**src/rtl/tinyalu_param.sv**
```systemverilog
// tinyalu_param: parametrised TinyALU datapath with a start/done handshake.
// Single-cycle ops (add, and, xor, rst) and a MULT_CYCLES-latency unsigned multiply.
// Optional feature: define TINYALU_SUB_EN to enable op 110 as a subtract with borrow.
// Without the macro op 110 behaves as a nop and no subtract logic exists.
module tinyalu_param #(
    parameter int unsigned WIDTH       = 8,
    parameter int unsigned MULT_CYCLES = 3
) (
    input  logic                 clk,
    input  logic                 reset,
    input  logic [WIDTH-1:0]     A,
    input  logic [WIDTH-1:0]     B,
    input  logic [2:0]           op,
    input  logic                 start,
    output logic                 done,
    output logic                 busy,
    output logic [2*WIDTH-1:0]   result
);

    localparam logic [2:0] OpAdd = 3'b001;
    localparam logic [2:0] OpAnd = 3'b010;
    localparam logic [2:0] OpXor = 3'b011;
    localparam logic [2:0] OpMul = 3'b100;
    localparam logic [2:0] OpRst = 3'b101;
`ifdef TINYALU_SUB_EN
    localparam logic [2:0] OpSub = 3'b110;
`endif

    // Counter holds the number of MULT cycles still to go after the current one.
    localparam int unsigned CntW = (MULT_CYCLES > 2) ? $clog2(MULT_CYCLES - 1) : 1;
    localparam int unsigned CntLoadInt = (MULT_CYCLES >= 2) ? (MULT_CYCLES - 2) : 0;
    localparam logic [CntW-1:0] CntLoad = CntW'(CntLoadInt);

    typedef enum logic [1:0] {StIdle, StMult, StDone} state_e;

    state_e               state_q, state_d;
    logic [WIDTH-1:0]     a_q, a_d;
    logic [WIDTH-1:0]     b_q, b_d;
    logic [2:0]           op_q, op_d;
    logic [CntW-1:0]      cnt_q, cnt_d;
    logic [2*WIDTH-1:0]   result_q, result_d;

    logic start_single;
    logic start_mult;

    // Compute the result of an operation; unused upper bits stay zero.
    function automatic logic [2*WIDTH-1:0] alu_f(input logic [2:0]       opc,
                                                 input logic [WIDTH-1:0] a,
                                                 input logic [WIDTH-1:0] b);
        logic [2*WIDTH-1:0] r;
        r = '0;
        case (opc)
            OpAdd:   r[WIDTH:0] = {1'b0, a} + {1'b0, b};
            OpAnd:   r[WIDTH-1:0] = a & b;
            OpXor:   r[WIDTH-1:0] = a ^ b;
            OpMul:   r = {{WIDTH{1'b0}}, a} * {{WIDTH{1'b0}}, b};
`ifdef TINYALU_SUB_EN
            OpSub:   r[WIDTH:0] = {1'b0, a} - {1'b0, b};
`endif
            default: r = '0;
        endcase
        return r;
    endfunction

    // Opcodes that complete in a single cycle.
    function automatic logic is_single_f(input logic [2:0] opc);
        logic s;
        s = (opc == OpAdd) || (opc == OpAnd) || (opc == OpXor) || (opc == OpRst);
`ifdef TINYALU_SUB_EN
        s = s || (opc == OpSub);
`endif
        return s;
    endfunction

    assign start_single = start && is_single_f(op);
    assign start_mult   = start && (op == OpMul);

    // State register.
    always_ff @(posedge clk) begin
        if (reset) begin
            state_q <= StIdle;
        end else begin
            state_q <= state_d;
        end
    end

    // Next-state logic; start is only looked at in IDLE.
    always_comb begin
        state_d = state_q;
        case (state_q)
            StIdle: begin
                if (start_single) begin
                    state_d = StDone;
                end else if (start_mult) begin
                    state_d = (MULT_CYCLES == 1) ? StDone : StMult;
                end
            end
            StMult: begin
                if (cnt_q == '0) begin
                    state_d = StDone;
                end
            end
            StDone:  state_d = StIdle;
            default: state_d = StIdle;
        endcase
    end

    // FSM outputs decoded from the current state.
    always_comb begin
        done = 1'b0;
        busy = 1'b0;
        case (state_q)
            StMult:  busy = 1'b1;
            StDone:  done = 1'b1;
            default: ;
        endcase
    end

    // Operand capture, multiply counter and result update.
    always_comb begin
        a_d      = a_q;
        b_d      = b_q;
        op_d     = op_q;
        cnt_d    = cnt_q;
        result_d = result_q;
        case (state_q)
            StIdle: begin
                if (start_single || start_mult) begin
                    a_d   = A;
                    b_d   = B;
                    op_d  = op;
                    cnt_d = CntLoad;
                end
                // Single-cycle results (and a 1-cycle multiply) land on the start edge.
                if (start_single || (start_mult && (MULT_CYCLES == 1))) begin
                    result_d = alu_f(op, A, B);
                end
            end
            StMult: begin
                if (cnt_q == '0) begin
                    result_d = alu_f(op_q, a_q, b_q);
                end else begin
                    cnt_d = cnt_q - 1'b1;
                end
            end
            default: ;
        endcase
    end

    // Datapath registers.
    always_ff @(posedge clk) begin
        if (reset) begin
            a_q      <= '0;
            b_q      <= '0;
            op_q     <= '0;
            cnt_q    <= '0;
            result_q <= '0;
        end else begin
            a_q      <= a_d;
            b_q      <= b_d;
            op_q     <= op_d;
            cnt_q    <= cnt_d;
            result_q <= result_d;
        end
    end

    assign result = result_q;

endmodule

```
**config.mk**
```make
export PLATFORM = sky130hd
export DESIGN_NAME = tinyalu_param
export DESIGN_NICKNAME = d
export VERILOG_FILES = /design/src/rtl/tinyalu_param.sv
export SDC_FILE = /design/constraint.sdc
export NUM_CORES = 1
export LEC_CHECK = 0
export BUFFER_PORTS_ARGS = -buffer_cell sky130_fd_sc_hd__buf_2
export CELL_PAD_IN_SITES_DETAIL_PLACEMENT = 0
export CELL_PAD_IN_SITES_GLOBAL_PLACEMENT = 1
export CORE_MARGIN = 2
export CORE_UTILIZATION = 48
export DETAILED_ROUTE_END_ITERATION = 6
export GPL_TIMING_DRIVEN = 0
export PLACE_DENSITY_LB_ADDON = 0.1
export SLEW_MARGIN = 20
export SYNTH_ARGS = -nofsm -noshare
export SYNTH_HDL_FRONTEND = slang
export SYNTH_SLANG_ARGS = --single-unit
```
**constraint.sdc**
```tcl
create_clock -name clk -period 5.7 [get_ports clk]
set_input_delay 0.57 -clock clk [delete_from_list [all_inputs] [get_ports clk]]
set_output_delay 0.57 -clock clk [all_outputs]
set_load 0.02 [all_outputs]
```
==> flow_metrics.env, run 1 <==
export IMPL_cp_max_fo=9
export IMPL_run_status="completed"
export IMPL_vias=4654
export IMPL_routed_via_density=5.57
export IMPL_route_final_wire_length_um=14400
export IMPL_synth_largest_type_area_fraction_pct=20.1
export IMPL_synthCells=647
export IMPL_sum_of_negative_setup_slack_ns=0
export IMPL_hold_worst_slack_ns=0.435
export IMPL_unrepaired_setup_endpoints_after_global_routing="no"
export IMPL_grt_usage_pct=24.2
export IMPL_drt_pass1_iterations=4
export IMPL_post_drt_wl_per_cell_um=17.2
export IMPL_placed_cell_areas_um2=5940
export IMPL_post_route_min_period_ns=4.61
export IMPL_final_layout_size_suffix_gt1_share_pct=10.4
export IMPL_setup_viol_count_final=0
export IMPL_drc_errors=0
export IMPL_clk_latency_ns=0.30
export IMPL_post_synth_num_cell_types=59
export IMPL_number_of_maximum_capacitance_constraint_violations=0
export IMPL_detailed_place_hpwl_um=11600
export IMPL_clkSinkCount=38
export IMPL_postSynth_asyncResetShare_pct=0
export IMPL_synth_top_flop_cell="sky130_fd_sc_hd__dfxtp_1"
export IMPL_pin_count_of_the_biggest_net_entering_global_routing=14
export IMPL_fillers=1080
export IMPL_tritoncts="built"
export IMPL_worst_hold_path_type="reg2reg"
export IMPL_syn2layout_area_growth_pct=10.1
export IMPL_netlist_top_cell_by_area="sky130_fd_sc_hd__fa_1"
export IMPL_dr_first_iter_drc_count=271
export IMPL_synth_top_cells_by_area="sky130_fd_sc_hd__fa_1, sky130_fd_sc_hd__ha_1, sky130_fd_sc_hd__dfxtp_1, sky130_fd_sc_hd__and2_1, sky130_fd_sc_hd__inv_1"
export IMPL_synth_enable_flop_cells=0
export IMPL_numCtsBuffers=5
export IMPL_irDropWorstVdd_mv=0.179
export IMPL_p_leak_nw=3.04
export IMPL_measured_slew_at_the_worst_slew_check_pin_ns=0.886
export IMPL_worst_slew_margin_rel_pct=40.5
export IMPL_worst_setup_path_start_kind="register"
export IMPL_final_hold_viol_count=0
export IMPL_clock_skew_final_ns=0.0128
export IMPL_first_global_vias=4779
export IMPL_postCtsResizedCells=0
export IMPL_net_count_of_the_mapped_netlist=794
export IMPL_antenna_violating_nets_left=0
export IMPL_chipWidth_um=112
export IMPL_nNetsFinal=838
export IMPL_endpoint_kind="register"
export IMPL_final_cell_area_um2=6140
export IMPL_grt_remaining_overflow=0
export IMPL_cts_root_buffer_cell="sky130_fd_sc_hd__clkbuf_16"
export IMPL_antenna_diode_count=0
export IMPL_cp_arrival_ns=4.83
export IMPL_synth_yosys_warnings=0
export IMPL_placeableCoreArea_um2=11400
export IMPL_gp_congestion=0.873
export IMPL_min_period_over_period_pct=80.8
export IMPL_worstSetupPathType="reg2reg"
export IMPL_post_cts_buffers=0
export IMPL_io_pin_count=40
export IMPL_cts_hold_buffers=0
export IMPL_clk_path_buf_depth=2
export IMPL_ys_seq_area_share_pct=13.7
export IMPL_fmax_mhz=217
export IMPL_wire_length_of_the_first_global_routing_pass_um=24300
export IMPL_post_synth_cell_area_avg_um2=8.61
export IMPL_final_max_slew_violation_count=0
export IMPL_dieArea_um2=12500
export IMPL_pwr_density_cell_nw_per_um2=174
export IMPL_ys_ff_latch=38
export IMPL_power_total_mw=1.06
export IMPL_port_buffers=37
export IMPL_cts_htree_levels=2
export IMPL_std_cell_rows=39
export IMPL_die_height_um=112
export IMPL_worst_ep_required_time_ns=5.92
export IMPL_synth_area_um2=5570
export IMPL_antenna_found_initial=0
export IMPL_clock_transition_at_the_registers_of_the_reported_paths_ns=0.06
export IMPL_start_util_pct=49.0
[critical path: stages, from the launching register on]
cell,delay [ns]
sky130_fd_sc_hd__dfxtp_1,0.56
sky130_fd_sc_hd__nand2_1,0.14
sky130_fd_sc_hd__fa_1,0.52
sky130_fd_sc_hd__fa_1,0.55
sky130_fd_sc_hd__inv_1,0.05
sky130_fd_sc_hd__fa_1,0.47
sky130_fd_sc_hd__inv_1,0.05
sky130_fd_sc_hd__fa_1,0.48
sky130_fd_sc_hd__inv_1,0.05
sky130_fd_sc_hd__ha_1,0.34
sky130_fd_sc_hd__nor3b_2,0.42
sky130_fd_sc_hd__o21ai_1,0.24
sky130_fd_sc_hd__xnor2_1,0.34
sky130_fd_sc_hd__nand4_1,0.16
sky130_fd_sc_hd__a21oi_1,0.18
[per-stage QoR]
step	cells	utilization (%)	setup WS (ns)
floorplan	647	-	1.67
detailed placement	827	52.3	1.15
CTS	835	54.0	1.13
global route	835	54.0	0.911
finish	835	54.0	1.09
global placement	827	52.2	1.17
[logic make-up (layout without fill, tap and decap cells)]
logic type | after synthesis | after routing | share of synthesized area (%)
multiplexers | 29 | 29 | 5.23
buffers and inverters | 103 | 148 | 7.48
flip-flops | 38 | 38 | 13.7
AO/OA/AOI/OAI | 117 | 117 | 14.6
XOR/XNOR | 19 | 19 | 2.99
AND/OR/NAND/NOR | 216 | 216 | 20.4
adder cells (fa/ha/maj) | 125 | 125 | 35.6
[area by class of cell]
type	instances	area [µm²]	share of cell area [%]
Clock buffer	5	125	2.04
Inverter	86	323	5.26
Sequential cell	38	761	12.4
Tap cell	143	179	2.92
Buffer	17	93.8	1.53
Clock inverter	3	68.8	1.12
Multi-Input combinational cell	506	4400	71.7
Timing Repair Buffer	37	185	3.02
[power by group]
part	switching (mW)	internal, mW	total [mW]
registers	0.0265	0.280	0.306
clock network	0.125	0.252	0.377
logic	0.227	0.155	0.382
total	0.378	0.686	1.06
[metal layers]
| metal | up-vias | track usage [%] | wire length (µm) |
|---|---|---|---|
| met5 | - | 0 | 0 |
| met4 | 0 | 5.76 | 217 |
| met3 | 15 | 3.27 | 517 |
| met2 | 84 | 42.0 | 6940 |
| met1 | 2288 | 32.1 | 6700 |
| li1 | 2267 | - | - |
[layout by cell type, fill, tap and decap left out, types with 8 or more instances in the layout]
| cell | count |
|---|---|
| sky130_fd_sc_hd__and2_1 | 72 |
| sky130_fd_sc_hd__nor2_1 | 45 |
| sky130_fd_sc_hd__o21ai_1 | 8 |
| sky130_fd_sc_hd__xnor2_1 | 13 |
| sky130_fd_sc_hd__mux2i_1 | 28 |
| sky130_fd_sc_hd__nand3_1 | 11 |
| sky130_fd_sc_hd__ha_1 | 69 |
| sky130_fd_sc_hd__o21ai_0 | 10 |
| sky130_fd_sc_hd__dfxtp_1 | 38 |
| sky130_fd_sc_hd__buf_2 | 42 |
| sky130_fd_sc_hd__fa_1 | 56 |
| sky130_fd_sc_hd__a21oi_1 | 31 |
| sky130_fd_sc_hd__inv_1 | 85 |
| sky130_fd_sc_hd__a22o_1 | 11 |
| sky130_fd_sc_hd__nand2_1 | 49 |
[sequential cells by signal, summed over array words and instances, names as in the netlist]
signal,cells
op_q,3
a_q,8
cnt_q,1
result,16
b_q,8
state_q,2
[worst paths after layout]
kind	cells past startpoint	slack, ns	end	start
max	14	1.09	result[11]$_SDFFE_PP0P_	a_q[5]$_SDFFE_PP0P_
min	2	0.44	result[3]$_SDFFE_PP0P_	result[3]$_SDFFE_PP0P_
max reg2reg	14	1.09	result[11]$_SDFFE_PP0P_	a_q[5]$_SDFFE_PP0P_
min reg2reg	2	0.44	result[3]$_SDFFE_PP0P_	result[3]$_SDFFE_PP0P_
[synthesized netlist by cell type (8+ instances only)]
cell type,n
sky130_fd_sc_hd__o21ai_1,8
sky130_fd_sc_hd__inv_1,85
sky130_fd_sc_hd__o21ai_0,10
sky130_fd_sc_hd__and2_1,72
sky130_fd_sc_hd__ha_1,69
sky130_fd_sc_hd__xnor2_1,13
sky130_fd_sc_hd__nand3_1,11
sky130_fd_sc_hd__fa_1,56
sky130_fd_sc_hd__a21oi_1,31
sky130_fd_sc_hd__a22o_1,11
sky130_fd_sc_hd__nor2_1,45
sky130_fd_sc_hd__nand2_1,49
sky130_fd_sc_hd__dfxtp_1,38
sky130_fd_sc_hd__mux2i_1,28
Power figures use the tool's default switching activity.
==> run 2: changes to the inputs <==
--- a/config.mk
+++ b/config.mk
@@ -9,7 +9,7 @@
 export CELL_PAD_IN_SITES_DETAIL_PLACEMENT = 0
 export CELL_PAD_IN_SITES_GLOBAL_PLACEMENT = 1
 export CORE_MARGIN = 2
-export CORE_UTILIZATION = 48
+export CORE_UTILIZATION = 43
 export DETAILED_ROUTE_END_ITERATION = 6
 export GPL_TIMING_DRIVEN = 0
 export PLACE_DENSITY_LB_ADDON = 0.1
==> constraint.sdc (replaced) <==
create_clock -name clk -period 4 [get_ports clk]
set_input_delay 0.4 -clock clk [delete_from_list [all_inputs] [get_ports clk]]
set_output_delay 0.4 -clock clk [all_outputs]
set_load 0.02 [all_outputs]
==> flow_metrics.env, run 2 (synthesized netlist as in run 1, its figures left out) <==
export IMPL_run_status="finished with violations"
export IMPL_violations="negative setup slack"
export IMPL_r2r_setup_slack_ns=-0.002
export IMPL_detailed_place_hpwl_um=12000
export IMPL_unrepaired_setup_endpoints_after_global_routing="yes"
export IMPL_reg2regPathDepth=15
export IMPL_crit_buf_inv=3
export IMPL_grt_remaining_overflow=0
export IMPL_first_global_vias=4893
export IMPL_min_period_over_period_pct=100
export IMPL_crit_path_top_delay_cell="sky130_fd_sc_hd__fa_1"
export IMPL_fmax_mhz=250
export IMPL_timing_final_ws_setup_ns=-0.00242
export IMPL_cts_htree_levels=2
export IMPL_io_pin_count=40
export IMPL_pwr_density_cell_nw_per_um2=238
export IMPL_clock_transition_at_the_registers_of_the_reported_paths_ns=0.06
export IMPL_antenna_diode_count=0
export IMPL_wire_length_of_the_first_global_routing_pass_um=25100
export IMPL_hold_path_cell_count=3
export IMPL_reg_to_reg_end="result[11]$_SDFFE_PP0P_"
export IMPL_drc_errors=0
export IMPL_placed_cells=856
export IMPL_vias=4756
export IMPL_clk_latency_ns=0.30
export IMPL_start_util_pct=44.2
export IMPL_std_cell_rows=41
export IMPL_final_hold_viol_count=0
export IMPL_sum_of_negative_setup_slack_ns=-0.00242
export IMPL_setup_viol_count_final=1
export IMPL_chipWidth_um=118
export IMPL_cp_arrival_ns=4.23
export IMPL_hold_worst_slack_ns=0.394
export IMPL_drt_pass1_iterations=4
export IMPL_grt_usage_pct=22.6
export IMPL_p_leak_nw=3.15
export IMPL_tritoncts="built"
export IMPL_worst_setup_path_start_kind="register"
export IMPL_clock_skew_final_ns=0.00990
export IMPL_port_buffers=37
export IMPL_post_route_min_period_ns=4.00
export IMPL_timing_critical_path_to="result[11]$_SDFFE_PP0P_"
export IMPL_final_max_slew_violation_count=0
export IMPL_cts_root_buffer_cell="sky130_fd_sc_hd__clkbuf_16"
export IMPL_final_cell_mix="sky130_fd_sc_hd__inv_1, sky130_fd_sc_hd__and2_1, sky130_fd_sc_hd__ha_1"
export IMPL_worst_ep_required_time_ns=4.23
export IMPL_clkSinkCount=38
export IMPL_critical_path_max_stage_delay_ns=0.54
export IMPL_worstSetupPathDepth=15
export IMPL_placeableCoreArea_um2=12600
export IMPL_dr_first_iter_drc_count=173
export IMPL_largest_reg_flops=16
export IMPL_worst_r2r_startpoint="a_q[4]$_SDFFE_PP0P_"
export IMPL_worst_slew_margin_rel_pct=45.8
export IMPL_syn2layout_area_growth_pct=19.0
export IMPL_worstSetupPathType="reg2reg"
export IMPL_route_final_wire_length_um=15200
export IMPL_pin_count_of_the_biggest_net_entering_global_routing=14
export IMPL_cts_hold_buffers=0
export IMPL_cp_max_fo=7
export IMPL_timing_critical_path_max_delay_family="adder cells"
export IMPL_dieArea_um2=13900
export IMPL_die_height_um=118
export IMPL_antenna_violating_nets_left=0
export IMPL_measured_slew_at_the_worst_slew_check_pin_ns=0.806
export IMPL_post_drt_wl_per_cell_um=17.3
export IMPL_routed_via_density=5.41
export IMPL_clk_path_buf_depth=2
export IMPL_critical_path_startpoint="a_q[4]$_SDFFE_PP0P_"
export IMPL_worst_hold_path_type="in2reg"
export IMPL_final_layout_size_suffix_gt1_share_pct=20.8
export IMPL_timing_critical_path_cells="buf_12 -> ha_4 -> fa_1 -> fa_2 -> fa_1 -> inv_1 -> fa_1 -> inv_1 -> ha_4 -> nor2_1 -> o21ai_2 -> o21ai_4 -> xnor2_2 -> nand4_1 -> a21oi_2"
export IMPL_gp_congestion=0.907
export IMPL_layout_commonest_cell="sky130_fd_sc_hd__inv_1"
export IMPL_numCtsBuffers=5
export IMPL_endpoint_kind="register"
export IMPL_irDropWorstVdd_mv=0.191
export IMPL_most_repeated_library_cell_on_the_critical_path="sky130_fd_sc_hd__fa_1"
export IMPL_number_of_standard_cells_in_the_final_layout_excluding_fillers=879
export IMPL_nNetsFinal=853
export IMPL_antenna_found_initial=0
export IMPL_utilization_pct=52.6
export IMPL_number_of_maximum_capacitance_constraint_violations=0
## run 2: per-stage QoR
step                      power [mW]  cell area [µm²]  setup WS [ns]
after floorplan                0.823             5570        0.00624
after global placement         0.987             5970         -0.496
after detailed placement       0.991             5980         -0.557
after CTS                       1.55             6440        -0.0275
after global routing            1.68             6630         -0.136
final                           1.58             6630       -0.00242
## run 2: routing by layer
| layer | share of wire, % | global-route usage [%] | vias to the layer above |
|---|---|---|---|
| met5 | 0 | 0 | - |
| met4 | 2.3 | 5.57 | 0 |
| met3 | 2.7 | 2.52 | 26 |
| met2 | 51 | 41.0 | 73 |
| met1 | 44 | 28.5 | 2359 |
| li1 | - | - | 2298 |
## run 2: where the power goes
group / switching [mW] / internal (mW)
sequential: 0.0369 / 0.398
clock: 0.170 / 0.358
combinational: 0.353 / 0.262
## run 2: what timing repair did
item	4_1_cts	5_1_grt
setup buffers	9	6
gates resized for setup	54	31
endpoints found under the setup margin	10	10
pin swaps	16	25
## run 2: worst min-delay path by stage
stage | from | end | slack (ns)
after CTS | start | state_q[0]$_SDFFE_PP0P_ | 0.39
after detailed placement | result[3]$_SDFFE_PP0P_ | result[3]$_SDFFE_PP0P_ | 0.43
after floorplan | cnt_q$_SDFFE_PP0P_ | state_q[0]$_SDFFE_PP0P_ | 0.49
final | start | state_q[0]$_SDFFE_PP0P_ | 0.39
after global routing | start | state_q[0]$_SDFFE_PP0P_ | 0.42
after global placement | result[3]$_SDFFE_PP0P_ | result[3]$_SDFFE_PP0P_ | 0.42
## run 2: tightest hold or removal path, delay by kind of cell
family,cells,cell delay [ns]
AOI/OAI and AO/OA,2,0.15
buffers and inverters,1,0.09
## run 2: area by class of cell
type / count / area (µm²)
buffer: 17 / 93.8
tap: 172 / 215
inverter: 86 / 323
multi-input combinational: 506 / 4690
fill: 1271 / 5990
timing repair buffer: 52 / 315
clock buffer: 5 / 125
sequential: 38 / 803
clock inverter: 3 / 68.8
